--- config.mk ---
export PLATFORM = sky130hd
export DESIGN_NAME = ifid_pipe_reg
export DESIGN_NICKNAME = d
export VERILOG_FILES = /design/src/rtl/ifid_pipe_reg.sv
export SDC_FILE = /design/constraint.sdc
export NUM_CORES = 1
export LEC_CHECK = 0
export ABC_AREA = 1
export ABC_CLOCK_PERIOD_IN_PS = 7500
export CORE_MARGIN = 1.5
export CORE_UTILIZATION = 50
export CTS_BUF_LIST = sky130_fd_sc_hd__clkbuf_16
export DETAILED_ROUTE_END_ITERATION = 7
export PLACE_DENSITY = 0.78
export SYNTH_ARGS = -nofsm -noshare
export SYNTH_HDL_FRONTEND = slang
export SYNTH_SLANG_ARGS = --single-unit
--- constraint.sdc ---
create_clock -name clk_i -period 7.5 [get_ports clk_i]
set_input_delay 1.875 -clock clk_i [delete_from_list [all_inputs] [get_ports clk_i]]
set_output_delay 1.875 -clock clk_i [all_outputs]
set_load 0.005 [all_outputs]
--- src/rtl/ifid_pipe_reg.sv ---
// IF/ID pipeline register: valid/ready handshake with a one-entry skid buffer,
// stall hold, flush-to-NOP and saturating stall/flush event counters.
module ifid_pipe_reg #(
    parameter int PC_W   = 32,
    parameter int INST_W = 32,
    parameter int CNT_W  = 16
) (
    input  logic              clk_i,
    input  logic              rst_i,
    input  logic              valid_i,
    input  logic [PC_W-1:0]   pc_i,
    input  logic [INST_W-1:0] inst_i,
    output logic              ready_o,
    output logic              valid_o,
    output logic [PC_W-1:0]   pc_o,
    output logic [INST_W-1:0] inst_o,
    input  logic              ready_i,
    input  logic              stall_i,
    input  logic              flush_i,
    output logic [CNT_W-1:0]  stall_cnt_o,
    output logic [CNT_W-1:0]  flush_cnt_o
);

    localparam logic [CNT_W-1:0] CNT_ONE = {{(CNT_W-1){1'b0}}, 1'b1};
    localparam logic [CNT_W-1:0] CNT_MAX = {CNT_W{1'b1}};

    logic              main_valid_reg, main_valid_next;
    logic [PC_W-1:0]   main_pc_reg, main_pc_next;
    logic [INST_W-1:0] main_inst_reg, main_inst_next;
    logic              skid_valid_reg, skid_valid_next;
    logic [PC_W-1:0]   skid_pc_reg, skid_pc_next;
    logic [INST_W-1:0] skid_inst_reg, skid_inst_next;
    logic              ready_reg, ready_next;
    logic [CNT_W-1:0]  stall_cnt_reg, stall_cnt_next;
    logic [CNT_W-1:0]  flush_cnt_reg, flush_cnt_next;

    logic accept;
    logic drain;
    logic stall_event;
    logic flush_event;

    assign accept      = valid_i & ready_reg;
    assign drain       = main_valid_reg & ready_i & ~stall_i;
    assign stall_event = main_valid_reg & (stall_i | ~ready_i) & ~flush_i;
    assign flush_event = flush_i & (main_valid_reg | skid_valid_reg);

    // The three occupancy states (EMPTY/ONE/FULL) are encoded directly by the
    // two valid bits; payloads are zeroed whenever their entry empties.
    always_comb begin
        main_valid_next = main_valid_reg;
        main_pc_next    = main_pc_reg;
        main_inst_next  = main_inst_reg;
        skid_valid_next = skid_valid_reg;
        skid_pc_next    = skid_pc_reg;
        skid_inst_next  = skid_inst_reg;

        if (flush_i) begin
            main_valid_next = 1'b0;
            main_pc_next    = '0;
            main_inst_next  = '0;
            skid_valid_next = 1'b0;
            skid_pc_next    = '0;
            skid_inst_next  = '0;
        end else if (!main_valid_reg) begin
            if (accept) begin
                main_valid_next = 1'b1;
                main_pc_next    = pc_i;
                main_inst_next  = inst_i;
            end
        end else if (!skid_valid_reg) begin
            if (accept && drain) begin
                main_pc_next   = pc_i;
                main_inst_next = inst_i;
            end else if (accept) begin
                skid_valid_next = 1'b1;
                skid_pc_next    = pc_i;
                skid_inst_next  = inst_i;
            end else if (drain) begin
                main_valid_next = 1'b0;
                main_pc_next    = '0;
                main_inst_next  = '0;
            end
        end else if (drain) begin
            main_pc_next    = skid_pc_reg;
            main_inst_next  = skid_inst_reg;
            skid_valid_next = 1'b0;
            skid_pc_next    = '0;
            skid_inst_next  = '0;
        end
    end

    // ready_o is registered from the next occupancy, so it never depends
    // combinationally on ready_i or stall_i.
    assign ready_next = ~skid_valid_next;

    always_comb begin
        stall_cnt_next = stall_cnt_reg;
        flush_cnt_next = flush_cnt_reg;
        if (stall_event && stall_cnt_reg != CNT_MAX) begin
            stall_cnt_next = stall_cnt_reg + CNT_ONE;
        end
        if (flush_event && flush_cnt_reg != CNT_MAX) begin
            flush_cnt_next = flush_cnt_reg + CNT_ONE;
        end
    end

    always_ff @(posedge clk_i or posedge rst_i) begin
        if (rst_i) begin
            main_valid_reg <= 1'b0;
            main_pc_reg    <= '0;
            main_inst_reg  <= '0;
            skid_valid_reg <= 1'b0;
            skid_pc_reg    <= '0;
            skid_inst_reg  <= '0;
            ready_reg      <= 1'b1;
            stall_cnt_reg  <= '0;
            flush_cnt_reg  <= '0;
        end else begin
            main_valid_reg <= main_valid_next;
            main_pc_reg    <= main_pc_next;
            main_inst_reg  <= main_inst_next;
            skid_valid_reg <= skid_valid_next;
            skid_pc_reg    <= skid_pc_next;
            skid_inst_reg  <= skid_inst_next;
            ready_reg      <= ready_next;
            stall_cnt_reg  <= stall_cnt_next;
            flush_cnt_reg  <= flush_cnt_next;
        end
    end

    assign ready_o     = ready_reg;
    assign valid_o     = main_valid_reg;
    assign pc_o        = main_pc_reg;
    assign inst_o      = main_inst_reg;
    assign stall_cnt_o = stall_cnt_reg;
    assign flush_cnt_o = flush_cnt_reg;

endmodule

# Word level (Yosys, flattened, before mapping)
# Cells that the tools add are included.
# word_totals
reg_bits,163
input_bits,70
output_inout_bits,98
elab_cells,71
# classes
n_addsub,2
eq_ne,6
muxes,33
n_bitwise,12
n_reduce_logical,9
# op_table
cell,n
$mux 32,22
$add 16x1->16 const B,2
$ne 16x16->1 const B,2
$mux 1,11
$reduce_and 4->1,2
$and 1x1->1,6
$reduce_bool 3->1,2
$ne 5x4->1 const B,1
$reduce_bool 5->1,1
$ne 4x3->1 const B,1
$not 1->1,4
$logic_and 1x1->1,3
$ne 3x2->1 const B,1
$ne 3x3->1 const B,1
$or 1x1->1,2
$reduce_bool 2->1,1

# Logic depth before layout (Yosys ltp)
# logic_depth
ltp_word,8
ltp_mapped,9
depth_no_buf,9

# Worst setup path after synthesis
# No wires, ideal clock.
# synth_timing
path_type,input port to flip-flop
startpoint,input port valid_i
endpoint,register skid_inst_reg[16]
setup_ns,0.074
arrival_time_ns,2.753
required_time_ns,7.426
setup_slack_ns,4.673
cell_stages,8
path_buffers,2
cell_sequence,nand2_1 nor2_4 nand4_1 nand3_2 buf_6 buf_6 nand2_2 o21ai_2
# synth_between
elab_chain_len,4
elab_cells_between_ends,5
cone_classes,eq/ne: 1; bitwise: 1; reduce/logical: 3
# synth_lines
item,line,source
from (decl),10,"input logic valid_i,"
$and 1x1->1 *,42,assign accept = valid_i & ready_reg;
$logic_and 1x1->1,71,if (accept && drain) begin
$ne 3x3->1 (no line),--,
$reduce_and 4->1 (no line) *,--,
to (signal assigned),124,skid_inst_reg <= skid_inst_next;
to (decl),32,"logic [INST_W-1:0] skid_inst_reg, skid_inst_next;"
# Every way passes the cells marked *; elsewhere a longest branch is shown, timed or not.
# A chain may end at the register's enable or synchronous reset.

# Worst setup path after layout
# layout_timing
startpoint,input port flush_i
endpoint,"register main_inst_reg[9], in the netlist inst_o[9]"
# layout_between
elab_chain_len,2
elab_cells_between_ends,6
cone_classes,eq/ne: 2; mux: 1; reduce/logical: 3
# layout_lines
item,line,source
from (decl),19,"input logic flush_i,"
$ne 5x4->1 (no line) (tied with other cells),--,
$reduce_and 4->1 (no line),--,
to (signal assigned),121,main_inst_reg <= main_inst_next;
to (decl),29,"logic [INST_W-1:0] main_inst_reg, main_inst_next;"
# Several ways; a longest one is shown, not always the timed one.

==> flow_summary.ini <==
[run_status]
status = complete, no violations

[setup_path]
worstSetupStartpointType = primary input
r2r_cells = 7
critPathKind = in -> reg
cp.required_ns = 7.86
max_stage_delay_ns = 0.98
arrival_ns = 5.09
path_cells = clkdlybuf4s50_1 -> nor2_4 -> nand2_2 -> nand2_1 -> nor2b_4 -> buf_4 -> nor2_1 -> nor2_1
crit_fanout = 65
cp_slowest_cell = nand2_2
critPathCaptureType = register
cpMostUsedCell = nor2_1

[placement]
portBuffers = 167
gp_congestion = 0.840
place_area_mm2 = 0.0107
dp_hpwl_mm = 14.7

[power_and_ir_drop]
p_clk_share_pct = 32.1
leakagePower_nw = 4.81
switching_share_pct = 30.1
power.switching_mw = 0.808
ir_worst_vdd_v = 0.000183
p_seq_share_pct = 42.3
p_comb_share_pct = 25.6
powerDensity_mw_per_mm2 = 238
power.internal_mw = 1.87

[timing]
rsz0062_at_grt = no
fmax_ghz = 0.211
period_share_pct = 63.1
fin_tns_setup_ns = 0
finClkSkew_ns = 0.00797
period_needed_ns = 4.73
slew_viol_final = 0
finalSetupViolCount = 0
worstMarginPinSlew_ns = 1.30
maxSlewHeadroom_pct = 12.7
finalHoldViolCount = 0

[synth]
synth_area_leaders = dfrtp_1, nand2_1, nor2_1
synthArstFlopShare_pct = 100
netlist_top_cells_count = nand2_1, nor2_1, dfrtp_1
synth_edf_count = 0
yosysMostFrequentCell = nand2_1
synthFlopType = dfrtp_1
synth_cells = 1216
netlist_area_mm2 = 0.00911
syn_nets = 1288
ys_seq_elements = 163
seq_area_frac_synth_pct = 44.8
ys_types = 35
synth_top_area_share_pct = 44.5
yosysTopAreaCell = dfrtp_1
yosys_warnings = 0
avgSynthCellArea_um2 = 7.49

[global_route]
grt_max_degree = 103
grt_use_total_pct = 25.4
antenna_found_initial = 0
grt_first_pass_wirelength_mm = 38.1
grt_overflow = 0
grt_pass1_vias = 7714

[layout]
final.fill_count = 1614
multi_input_area_mm2 = 0.00445
final_nets = 1398
antenna_cells = 0
area_growth_pct = 23.4
regArea_mm2 = 0.00408
drive_gt1_share_pct = 8.30
finish.instance_area_mm2 = 0.0112

[clock_tree]
htreeDepth = 4
cts_sinks = 163
cts-resized-gates = 0
worstSkewPairLatency_ns = 0.43
clk_path_buf_depth = 2
cts_made_buffers = 17
cts_setup_buffers = 0
cts_tree = built
clk_pin_slew_ns = 0.06
root_buffer = clkbuf_16
hold_buffers = 0

[floorplanning]
design.die.area_mm2 = 0.0190
die_w_um = 138
rows = 49
boundaryPins = 168
start_util_pct = 50.9
die_h_um = 138
core_area_mm2 = 0.0179

[worst_hold_path]
hp-class = reg -> reg
whs_path_depth = 2

[detailed_routing]
wl_per_cell_um = 15.1
wl_met3_mm = 1.56
vias_per_cell = 5.42
postRouteAntennaNets = 0
highest_layer = met4
drt-pass1-iter-count = 6
drt_iter0_markers = 889
wl_met1_mm = 10.3
wl_met2_mm = 11.4
drc_errors = 0
totalWireLength_mm = 23.7
vias = 8496

[flow_run]
cap_viol_max_count = 0
-- routing by layer --
layer | up-vias | global-route usage, %
li1 | 4163 | -
met3 | 30 | 4.13
met4 | 0 | 8.74
met1 | 3987 | 34.0
met2 | 316 | 42.0
met5 | - | 0
-- area by class of cell --
class / count / area share (%)
Timing Repair Buffer: 176 / 15.5
Inverter: 29 / 1.03
Clock buffer: 17 / 3.78
Tap cell: 229 / 2.55
Multi-Input combinational cell: 939 / 39.6
Sequential cell: 163 / 36.3
Clock inverter: 14 / 1.30
-- per-stage QoR --
step	std cells	hold WS, ns	worst slack [ns]	utilization (%)	power [mW]
final	1567	0.486	2.77	62.8	2.68
after global placement	1536	0.469	2.53	59.6	1.82
after floorplan	1216	0.459	1.22	-	1.52
after global routing	1567	0.511	2.56	62.8	2.83
after CTS	1567	0.489	2.84	62.8	2.70
after detailed placement	1536	0.473	2.42	59.6	1.84
-- cell usage in the layout (no fill, tap or decap), drive strengths merged --
| cell | instances |
|---|---|
| a21oi | 56 |
| and2 | 2 |
| buf | 9 |
| bufinv | 3 |
| clkbuf | 17 |
| clkdlybuf4s50 | 167 |
| clkinv | 10 |
| clkinvlp | 2 |
| dfrtp | 162 |
| dfstp | 1 |
| ha | 2 |
| inv | 28 |
| mux2i | 11 |
| nand2 | 377 |
| nand3 | 87 |
| nand4 | 67 |
| nor2 | 240 |
| nor2b | 1 |
| o21ai | 72 |
| o21bai | 1 |
| o22ai | 1 |
| xnor2 | 13 |
| xor2 | 9 |
-- critical path: cells and delay by family --
family	cells	cell delay [ns]
buf+inv	2	1.19
simple gates	6	1.97
-- logic make-up (layout without fill, tap and decap cells) --
family,after synthesis,after routing,synth area share [%]
simple gates,774,774,36.5
flops,163,163,44.8
compound gates,130,130,8.29
buf+inv,114,236,6.85
xor+xnor,22,22,2.11
mux,11,11,1.21
fa+ha+maj,2,2,0.275
-- power by group through the flow --
stage | registers [mW] | clock network [mW] | logic (mW)
floorplan | 1.14 | 0 | 0.385
global placement | 1.15 | 0 | 0.674
detailed placement | 1.15 | 0 | 0.687
CTS | 1.13 | 0.873 | 0.690
global route | 1.16 | 0.906 | 0.768
finish | 1.13 | 0.861 | 0.685
-- worst paths after layout --
| path | start | end | slack [ns] |
|---|---|---|---|
| hold / removal | skid_pc_reg[3] | skid_pc_reg[3] | 0.49 |
| hold reg to reg | skid_pc_reg[3] | skid_pc_reg[3] | 0.49 |
| setup / recovery | flush_i | inst_o[9] | 2.77 |
| setup reg to reg | ready_o | inst_o[9] | 4.34 |
| min in group asynchronous | rst_i | inst_o[27] | 2.02 |
| max in group asynchronous | rst_i | skid_valid_reg | 4.12 |
No activity file was read; power rests on OpenSTA's default activity.
